<file path="src/rtl/gfx_pkg.sv">
// Shared types for the graphics bypass write path: ownership encoding and the bypass beat layout.
package gfx_pkg;

    localparam int GFX_ADDR_W = 32;
    localparam int GFX_DATA_W = 32;
    localparam int GFX_WE_W   = 4;

    typedef enum logic [1:0] {
        OWN_NONE = 2'd0,
        OWN_FILL = 2'd1,
        OWN_LINE = 2'd2
    } owner_e;

    typedef struct packed {
        logic [GFX_ADDR_W-1:0] addr;
        logic [GFX_DATA_W-1:0] din;
        logic [GFX_WE_W-1:0]   we;
    } byp_beat_t;

    // Peer engine of a real owner; callers never pass OWN_NONE.
    function automatic owner_e other_owner(input owner_e o);
        return (o == OWN_FILL) ? OWN_LINE : OWN_FILL;
    endfunction

endpackage

</file>
<file path="src/rtl/gfx_bypass_arbiter_byp_out_reg.sv">
// Single-entry ready/valid pipeline register; accepts a new beat whenever it is empty or being drained.
module byp_out_reg #(
    parameter int W = 8
) (
    input  logic         clk,
    input  logic         rst_n,
    input  logic         in_valid,
    output logic         in_ready,
    input  logic [W-1:0] in_data,
    output logic         out_valid,
    input  logic         out_ready,
    output logic [W-1:0] out_data
);

    logic         valid_reg;
    logic [W-1:0] data_reg;

    assign in_ready  = !valid_reg || out_ready;
    assign out_valid = valid_reg;
    assign out_data  = data_reg;

    always_ff @(posedge clk) begin
        if (!rst_n) begin
            valid_reg <= 1'b0;
            data_reg  <= '0;
        end else if (in_valid && in_ready) begin
            valid_reg <= 1'b1;
            data_reg  <= in_data;
        end else if (out_ready) begin
            valid_reg <= 1'b0;
        end
    end

endmodule

</file>
<file path="src/rtl/gfx_bypass_arbiter.sv">
// Round-robin arbiter with burst locking between the filler and line engines for the frame-buffer bypass port.
module gfx_bypass_arbiter
    import gfx_pkg::*;
#(
    parameter int ADDR_W    = 32,
    parameter int DATA_W    = 32,
    parameter int MAX_BURST = 16
) (
    input  logic              clk,
    input  logic              rst_n,
    input  logic              fill_valid,
    output logic              fill_ready,
    input  logic [ADDR_W-1:0] fill_addr,
    input  logic [DATA_W-1:0] fill_din,
    input  logic [3:0]        fill_we,
    input  logic              line_valid,
    output logic              line_ready,
    input  logic [ADDR_W-1:0] line_addr,
    input  logic [DATA_W-1:0] line_din,
    input  logic [3:0]        line_we,
    output logic              byp_valid,
    input  logic              byp_ready,
    output logic [ADDR_W-1:0] byp_addr,
    output logic [DATA_W-1:0] byp_din,
    output logic [3:0]        byp_we,
    output logic [1:0]        grant,
    output logic              busy
);

    localparam int CNT_W = $clog2(MAX_BURST + 1);
    localparam logic [CNT_W:0]   MAX_CNT = (CNT_W + 1)'(MAX_BURST);
    localparam logic [CNT_W-1:0] MAX_SAT = CNT_W'(MAX_BURST);

    typedef struct packed {
        logic [ADDR_W-1:0] addr;
        logic [DATA_W-1:0] din;
        logic [3:0]        we;
    } beat_t;

    owner_e           state_reg, state_next;
    owner_e           last_owner_reg, last_owner_next;
    logic [CNT_W-1:0] burst_cnt_reg, burst_cnt_next;
    logic [CNT_W:0]   cnt_inc;
    logic             own_valid, other_valid, load_ready, accept;
    beat_t            own_beat, byp_beat;

    always_ff @(posedge clk) begin
        if (!rst_n) begin
            state_reg      <= OWN_NONE;
            last_owner_reg <= OWN_LINE;
            burst_cnt_reg  <= '0;
        end else begin
            state_reg      <= state_next;
            last_owner_reg <= last_owner_next;
            burst_cnt_reg  <= burst_cnt_next;
        end
    end

    assign cnt_inc = {1'b0, burst_cnt_reg} + (CNT_W + 1)'(1);

    always_comb begin
        state_next      = state_reg;
        last_owner_next = last_owner_reg;
        burst_cnt_next  = burst_cnt_reg;
        case (state_reg)
            OWN_NONE: begin
                burst_cnt_next = '0;
                if (fill_valid && line_valid) begin
                    state_next = other_owner(last_owner_reg);
                end else if (fill_valid) begin
                    state_next = OWN_FILL;
                end else if (line_valid) begin
                    state_next = OWN_LINE;
                end
            end
            OWN_FILL, OWN_LINE: begin
                if (!own_valid) begin
                    state_next      = other_valid ? other_owner(state_reg) : OWN_NONE;
                    last_owner_next = state_reg;
                    burst_cnt_next  = '0;
                end else if (accept) begin
                    // Burst limit only forces a handover when the peer is actually waiting.
                    if (cnt_inc >= MAX_CNT && other_valid) begin
                        state_next      = other_owner(state_reg);
                        last_owner_next = state_reg;
                        burst_cnt_next  = '0;
                    end else begin
                        burst_cnt_next = (cnt_inc >= MAX_CNT) ? MAX_SAT : cnt_inc[CNT_W-1:0];
                    end
                end
            end
            default: state_next = OWN_NONE;
        endcase
    end

    // Only the owner's inputs are steered toward the output register.
    always_comb begin
        own_valid   = 1'b0;
        other_valid = 1'b0;
        own_beat    = '0;
        case (state_reg)
            OWN_FILL: begin
                own_valid   = fill_valid;
                other_valid = line_valid;
                own_beat    = {fill_addr, fill_din, fill_we};
            end
            OWN_LINE: begin
                own_valid   = line_valid;
                other_valid = fill_valid;
                own_beat    = {line_addr, line_din, line_we};
            end
            default: ;
        endcase
        accept     = rst_n && own_valid && load_ready;
        fill_ready = accept && (state_reg == OWN_FILL);
        line_ready = accept && (state_reg == OWN_LINE);
        grant      = {state_reg == OWN_LINE, state_reg == OWN_FILL};
    end

    byp_out_reg #(
        .W($bits(beat_t))
    ) u_out_reg (
        .clk       (clk),
        .rst_n     (rst_n),
        .in_valid  (accept),
        .in_ready  (load_ready),
        .in_data   (own_beat),
        .out_valid (byp_valid),
        .out_ready (byp_ready),
        .out_data  (byp_beat)
    );

    assign byp_addr = byp_beat.addr;
    assign byp_din  = byp_beat.din;
    assign byp_we   = byp_beat.we;
    assign busy     = byp_valid | (|grant);

endmodule

</file>
<file path="config.mk">
export PLATFORM = sky130hd
export DESIGN_NAME = gfx_bypass_arbiter
export DESIGN_NICKNAME = d
export VERILOG_FILES = /design/src/rtl/gfx_pkg.sv /design/src/rtl/gfx_bypass_arbiter_byp_out_reg.sv /design/src/rtl/gfx_bypass_arbiter.sv
export SDC_FILE = /design/constraint.sdc
export NUM_CORES = 1
export LEC_CHECK = 0
export CORE_MARGIN = 2
export CORE_UTILIZATION = 37
export CTS_BUF_LIST = sky130_fd_sc_hd__clkbuf_2
export CTS_CLUSTER_SIZE = 30
export DETAILED_ROUTE_END_ITERATION = 12
export PLACE_DENSITY = 0.87
export SETUP_SLACK_MARGIN = 0.02
export SYNTH_ARGS = -nofsm -noshare
export SYNTH_HDL_FRONTEND = slang
export SYNTH_HIERARCHICAL = 1
export SYNTH_SLANG_ARGS = --single-unit
</file>
<file path="constraint.sdc">
create_clock -name clk -period 1.7 [get_ports clk]
set_input_delay 0.34 -clock clk [delete_from_list [all_inputs] [get_ports clk]]
set_output_delay 0.34 -clock clk [all_outputs]
set_load 0.005 [all_outputs]
</file>
# Word-level counts from Yosys, hierarchy flattened
# Index checks and enable logic that the tools add are counted.
# totals
elab_cells	55
register_bits	78
out_inout_bits	74
# op_classes
bitwise_logic	1
reduce_logical	16
n_lt_le_gt_ge	1
n_mux	23
eq_ne	8
add_sub_neg	1
# ops
operator	n
$pmux W68 S2	1
$mux W2	12
$mux W5	4
$pmux W5 S2	1
$logic_and A1 B1 Y1	7
$add A5 B1 Y6 const B	1
$ge A6 B5 Y1 const B	1
$reduce_and A3 Y1	2
$eq A2 B1 Y1 const B	2
$ne A2 B1 Y1 const B	2
$ne A4 B4 Y1 const B	1
$pmux W1 S2	2
$pmux W2 S2	1
$reduce_bool A2 Y1	2
$ne A3 B2 Y1 const B	1
$ne A3 B3 Y1 const B	1
$eq A2 B2 Y1 const B	1
$logic_not A2 Y1	1
$mux W1	2
$reduce_and A2 Y1	1
$reduce_or A2 Y1	1
$logic_not A1 Y1	1
$logic_or A1 B1 Y1	1
$or A1 B1 Y1	1

# Logic depth before layout (Yosys ltp)
# depth
depth_word	7
ltp_mapped	10
mapped_depth_nobuf	7

# By module
# The synthesis kept the hierarchy.
# modules_own_cells
module	instances	area_per_inst_um2	cells_each	seq_area_each_um2
byp_out_reg	1	2730.1	300	1381.3
gfx_bypass_arbiter	1	1387.6	166	180.2

# Worst setup path before layout
# OpenSTA, ideal clock, no wires.
# synth_path
kind	register -> register
start	register state_reg[1]
end	register u_out_reg.data_reg[43] (netlist: u_out_reg/out_data[43])
synth_period_minus_slack_ns	1.860
required_ns	1.628
setup_ns	0.072
arrival_ns	1.788
slack_ns	-0.160
stages_incl_launch_ff	11
cell_sequence	dfxtp_1 inv_1 ha_1 buf_2 nand2_1 nor2_1 and2_4 buf_6 buf_6 buf_6 mux2i_1
# synth_via
elab_chain_cells	5
word_cells_on_any_way	7
classes_between	eq/ne: 2; mux: 2; reduce/logical: 3
# synth_lines
item	line_no	text
start, declared	gfx_bypass_arbiter.sv:40	owner_e state_reg, state_next;
start signal, assigned	gfx_bypass_arbiter.sv:53	state_reg <= state_next;
$eq A2 B2 Y1 / $eq A2 B1 Y1 (equally long branches)	gfx_bypass_arbiter.sv:101	case (state_reg)
$pmux W1 S2 (*)	gfx_bypass_arbiter.sv:101	
$logic_and A1 B1 Y1 (*) (2 in a row)	gfx_bypass_arbiter.sv:114	accept = rst_n && own_valid && load_ready;
via accept	gfx_bypass_arbiter.sv:44	logic own_valid, other_valid, load_ready, accept;
$logic_and A1 B1 Y1 (*)	gfx_bypass_arbiter_byp_out_reg.sv:26	end else if (in_valid && in_ready) begin
end signal, assigned	gfx_bypass_arbiter_byp_out_reg.sv:28	data_reg <= in_data;
end, declared	gfx_bypass_arbiter_byp_out_reg.sv:16	logic [W-1:0] data_reg;
# Mark *: on every way through the listed nets, which the timed path passes. The rest lies on a longest branch.
# A chain may end at the register's enable or synchronous reset.

# Worst setup path in the final report
# layout_path
start	register state_reg[1]
end	output fill_ready
# layout_via
elab_chain_cells	5
word_cells_on_any_way	6
classes_between	eq/ne: 2; mux: 1; reduce/logical: 3
# layout_lines
item	line_no	text
$eq A2 B2 Y1 / $eq A2 B1 Y1 (equally long branches)	gfx_bypass_arbiter.sv:101, gfx_bypass_arbiter.sv:115	
$pmux W1 S2	gfx_bypass_arbiter.sv:101	
$logic_and A1 B1 Y1 (2 in a row)	gfx_bypass_arbiter.sv:114	
$logic_and A1 B1 Y1 (*)	gfx_bypass_arbiter.sv:115	fill_ready = accept && (state_reg == OWN_FILL);
end, declared	gfx_bypass_arbiter.sv:12	output logic fill_ready,
# Every way passes the cells marked *; elsewhere a longest branch is shown, timed or not.

==> results by group <==
Status
  • Status: finished, violations left
  • Failing checks: setup timing

Detailed routing
  • DR vias: 4,584
  • Post-route ant nets: 0
  • Via density per instance: 5.20
  • First-pass iteration count of the detailed router: 4
  • DRT iter0 DRCs: 276
  • Post-route DRC: 0
  • Final wirelength: 16,500 µm
  • Post-DR wirelength/cell: 18.7 µm

Global route
  • Antenna violations before repair: 1
  • Largest net degree at the start of global routing: 77
  • First-pass GRT wire length: 23,600 µm
  • Total global routing overflow: 0
  • All-Layer GR Usage: 0.258
  • Vias in the first global route: 4,839

Placed design
  • Post-DP HPWL: 9140 µm
  • GPL Wtd Cong: 0.811
  • IO buf count: 214
  • Placed Cells incl. Taps: 802
  • Dpl ws: -0.446 ns

Timing
  • Worst-Margin Slew: 0.708 ns
  • Setup Skew: 0.0232 ns
  • Setup Viol. Count Final: 82
  • RSZ-0062 raised after global routing: yes
  • Relative slew slack: 0.528
  • Final Hold Viols: 0
  • Tcrit/Tclk final: 1.25
  • Clock period minus worst slack: 2.12 ns
  • F_max: 472 MHz
  • Slew Limit Fails: 0
  • Final setup margin: -0.421 ns

Worst setup path
  • CP endpoint: fill_ready
  • Critical Path Source: state_reg[1]
  • Worst R2R Start: state_reg[1]
  • Max FO, Critical Path: 3
  • Family with the most delay on the worst path: flip-flops
  • CP max-delay cell: dfxtp_4
  • Worst R2R End: u_out_reg/out_data[23]
  • R2R setup slack: -0.39 ns
  • Critical Path RT: 1.36 ns
  • Worst Setup End Kind: output pin
  • R2R cell count: 11
  • Worst setup SP type: flip-flop
  • Worst path depth: 6
  • Critical-path cell list: inv_4 > ha_4 > a22o_4 > and2_4 > and3_4 > buf_6
  • CP max stage delay: 0.43 ns
  • Critical Path AT: 1.78 ns
  • Critical path type: reg -> out
  • Sum of buffers and inverters on the critical path: 2

Clock tree
  • CTS Sinks: 78
  • Num CTS Buffers: 9
  • Clk buf depth: 2
  • # hold bufs at CTS: 0
  • Worst-path clk slew: 0.23 ns
  • Clk root buf: clkbuf_2
  • Clk_lat worst skew: 0.49 ns
  • H-Tree Depth: 3
  • TritonCTS clock tree: yes

Synthesis
  • Post-synthesis sequential area ratio: 0.379
  • Syn. warnings: 6
  • Async set-reset flop share out of synthesis: 0
  • Seq cells post-synth: 78
  • EDFF count, synth: 0
  • Synth Cell Area: 4120 µm²
  • Synth Net Count: 612
  • Mapped Cells: 466
  • Yosys cell types: 36
  • Primary FF master, synth: dfxtp_1
  • Avg Cell Area, Syn: 8.84 µm²

Job
  • Max_cap viols: 0

Finish
  • Filler cells: 787
  • Area Growth Syn to Fin: 89.7%
  • Largest register FFs: 68
  • Sequential Area: 1650 µm²
  • Layout cell share with drive strength beyond 1: 0.277
  • Finished Layout Cells: 882
  • Area of the multi-input gates: 2460 µm²
  • Fin nets: 882

Min path
  • Hold WC Path Type: in -> reg

Die
  • Starting Density: 0.380
  • Row count: 38
  • Die area: 12,000 µm²
  • I/O Pins: 215
  • Die Wd: 109 µm
  • Die extent in y: 109 µm
  • Core area: 10,800 µm²

Power and ir drop
  • Max VDD drop: 0.400 mV
  • LEAKAGE: 3.20 nW
  • PD cells: 620 nW/µm²
  • Tot Pwr: 4.84 mW
## routing by layer
layer  routed length, µm  up-vias  global-route usage
li1                    -     2192                   -
met1                6160     2154               0.270
met2                8610      204               0.481
met3                1290       34              0.0581
met4                 478        0               0.127
met5                   0        -                   0
## cell usage in the layout (no fill, tap or decap), types with 2 or more instances in the layout
cell               n
a21boi_0           2
a21boi_1           4
a22o_1            69
a32o_1             2
and2_4             4
and3_4             2
buf_12            10
buf_16            17
buf_4             31
buf_6             28
buf_8              3
bufinv_16          2
clkbuf_16          4
clkbuf_2          10
clkdlybuf4s50_1  139
clkinv_2           2
dfxtp_1           10
dfxtp_2           66
dfxtp_4            2
dlygate4sd2_1     69
ha_4               3
inv_1              3
inv_4              2
mux2i_1           72
nand2_1          143
nand2_4            2
nand3b_1           2
nand4_1            4
nor2_1             2
nor2_4             2
nor2b_1            3
o211ai_1           2
o32ai_4            2
## report_power, final
| part | total (mW) | internal (mW) | switching [mW] | leakage [nW] |
|---|---|---|---|---|
| Combinational | 1.80 | 1.10 | 0.700 | 2.46 |
| Clock | 1.16 | 0.491 | 0.674 | 0.0819 |
| Sequential | 1.88 | 1.86 | 0.0218 | 0.664 |
## tightest hold or removal path: cells and delay by family
family | cells | cell delay, ns
compound gates | 1 | 0.07
simple gates | 2 | 0.28
buf+inv | 2 | 0.18
## how the worst min path moves through the flow
stage / start / endpoint / slack, ns / cells past startpoint
after floorplan: last_owner_reg[0] / last_owner_reg[0] / 0.43 / 2
after global placement: u_out_reg/out_data[49] / u_out_reg/out_data[49] / 0.44 / 2
after detailed placement: u_out_reg/out_data[13] / u_out_reg/out_data[13] / 0.45 / 2
after CTS: rst_n / u_out_reg/out_valid / 0.27 / 5
after global routing: rst_n / u_out_reg/out_valid / 0.33 / 5
final: rst_n / u_out_reg/out_valid / 0.39 / 5
## logic make-up (layout without fill, tap and decap cells)
| logic type | count (synthesis) | in the layout | synth area share |
|---|---|---|---|
| AND/OR/NAND/NOR | 172 | 172 | 0.173 |
| AO/OA/AOI/OAI | 92 | 92 | 0.201 |
| flip-flops | 78 | 78 | 0.379 |
| multiplexers | 72 | 72 | 0.175 |
| buffers and inverters | 47 | 322 | 0.0559 |
| adder cells (fa/ha/maj) | 5 | 5 | 0.0152 |
| other | 0 | 1 | 0 |
## repair_timing
item | CTS | global route
pin swaps | 27 | 31
setup buffers | 43 | 10
cloned | 21 | 4
gates resized for setup | 220 | 25
endpoints found under the setup margin | 149 | 82
## cell type report
type | count | area share
Clock buffer | 10 | 0.00641
Sequential cell | 78 | 0.211
Inverter | 5 | 0.00304
Multi-Input combinational cell | 341 | 0.315
Clock inverter | 6 | 0.0111
Antenna cell | 1 | 0.000320
Timing Repair Buffer | 301 | 0.430
Tap cell | 140 | 0.0224
## synth_stat cells (4+ instances only)
cell type / n / area (µm²)
nand4_1: 4 / 25.0
buf_2: 13 / 65.1
clkbuf_1: 23 / 86.3
a22o_1: 70 / 613
nand2_1: 146 / 548
a21boi_0: 6 / 45.0
ha_1: 5 / 62.6
nor2_1: 4 / 15.0
buf_6: 5 / 56.3
mux2i_1: 72 / 721
inv_1: 5 / 18.8
dfxtp_1: 78 / 1560
## per-stage QoR
step / util / hold slack, ns / TNS, ns / instance area [µm²]
after global routing: 0.720 / 0.334 / -28.03 / 7810
final: 0.720 / 0.389 / -21.51 / 7810
after detailed placement: 0.604 / 0.446 / -25.56 / 6540
after CTS: 0.718 / 0.270 / -30.75 / 7780
after floorplan: - / 0.435 / 0 / 4210
after global placement: 0.604 / 0.442 / -20.00 / 6540
(Power assumes the default switching activity.)
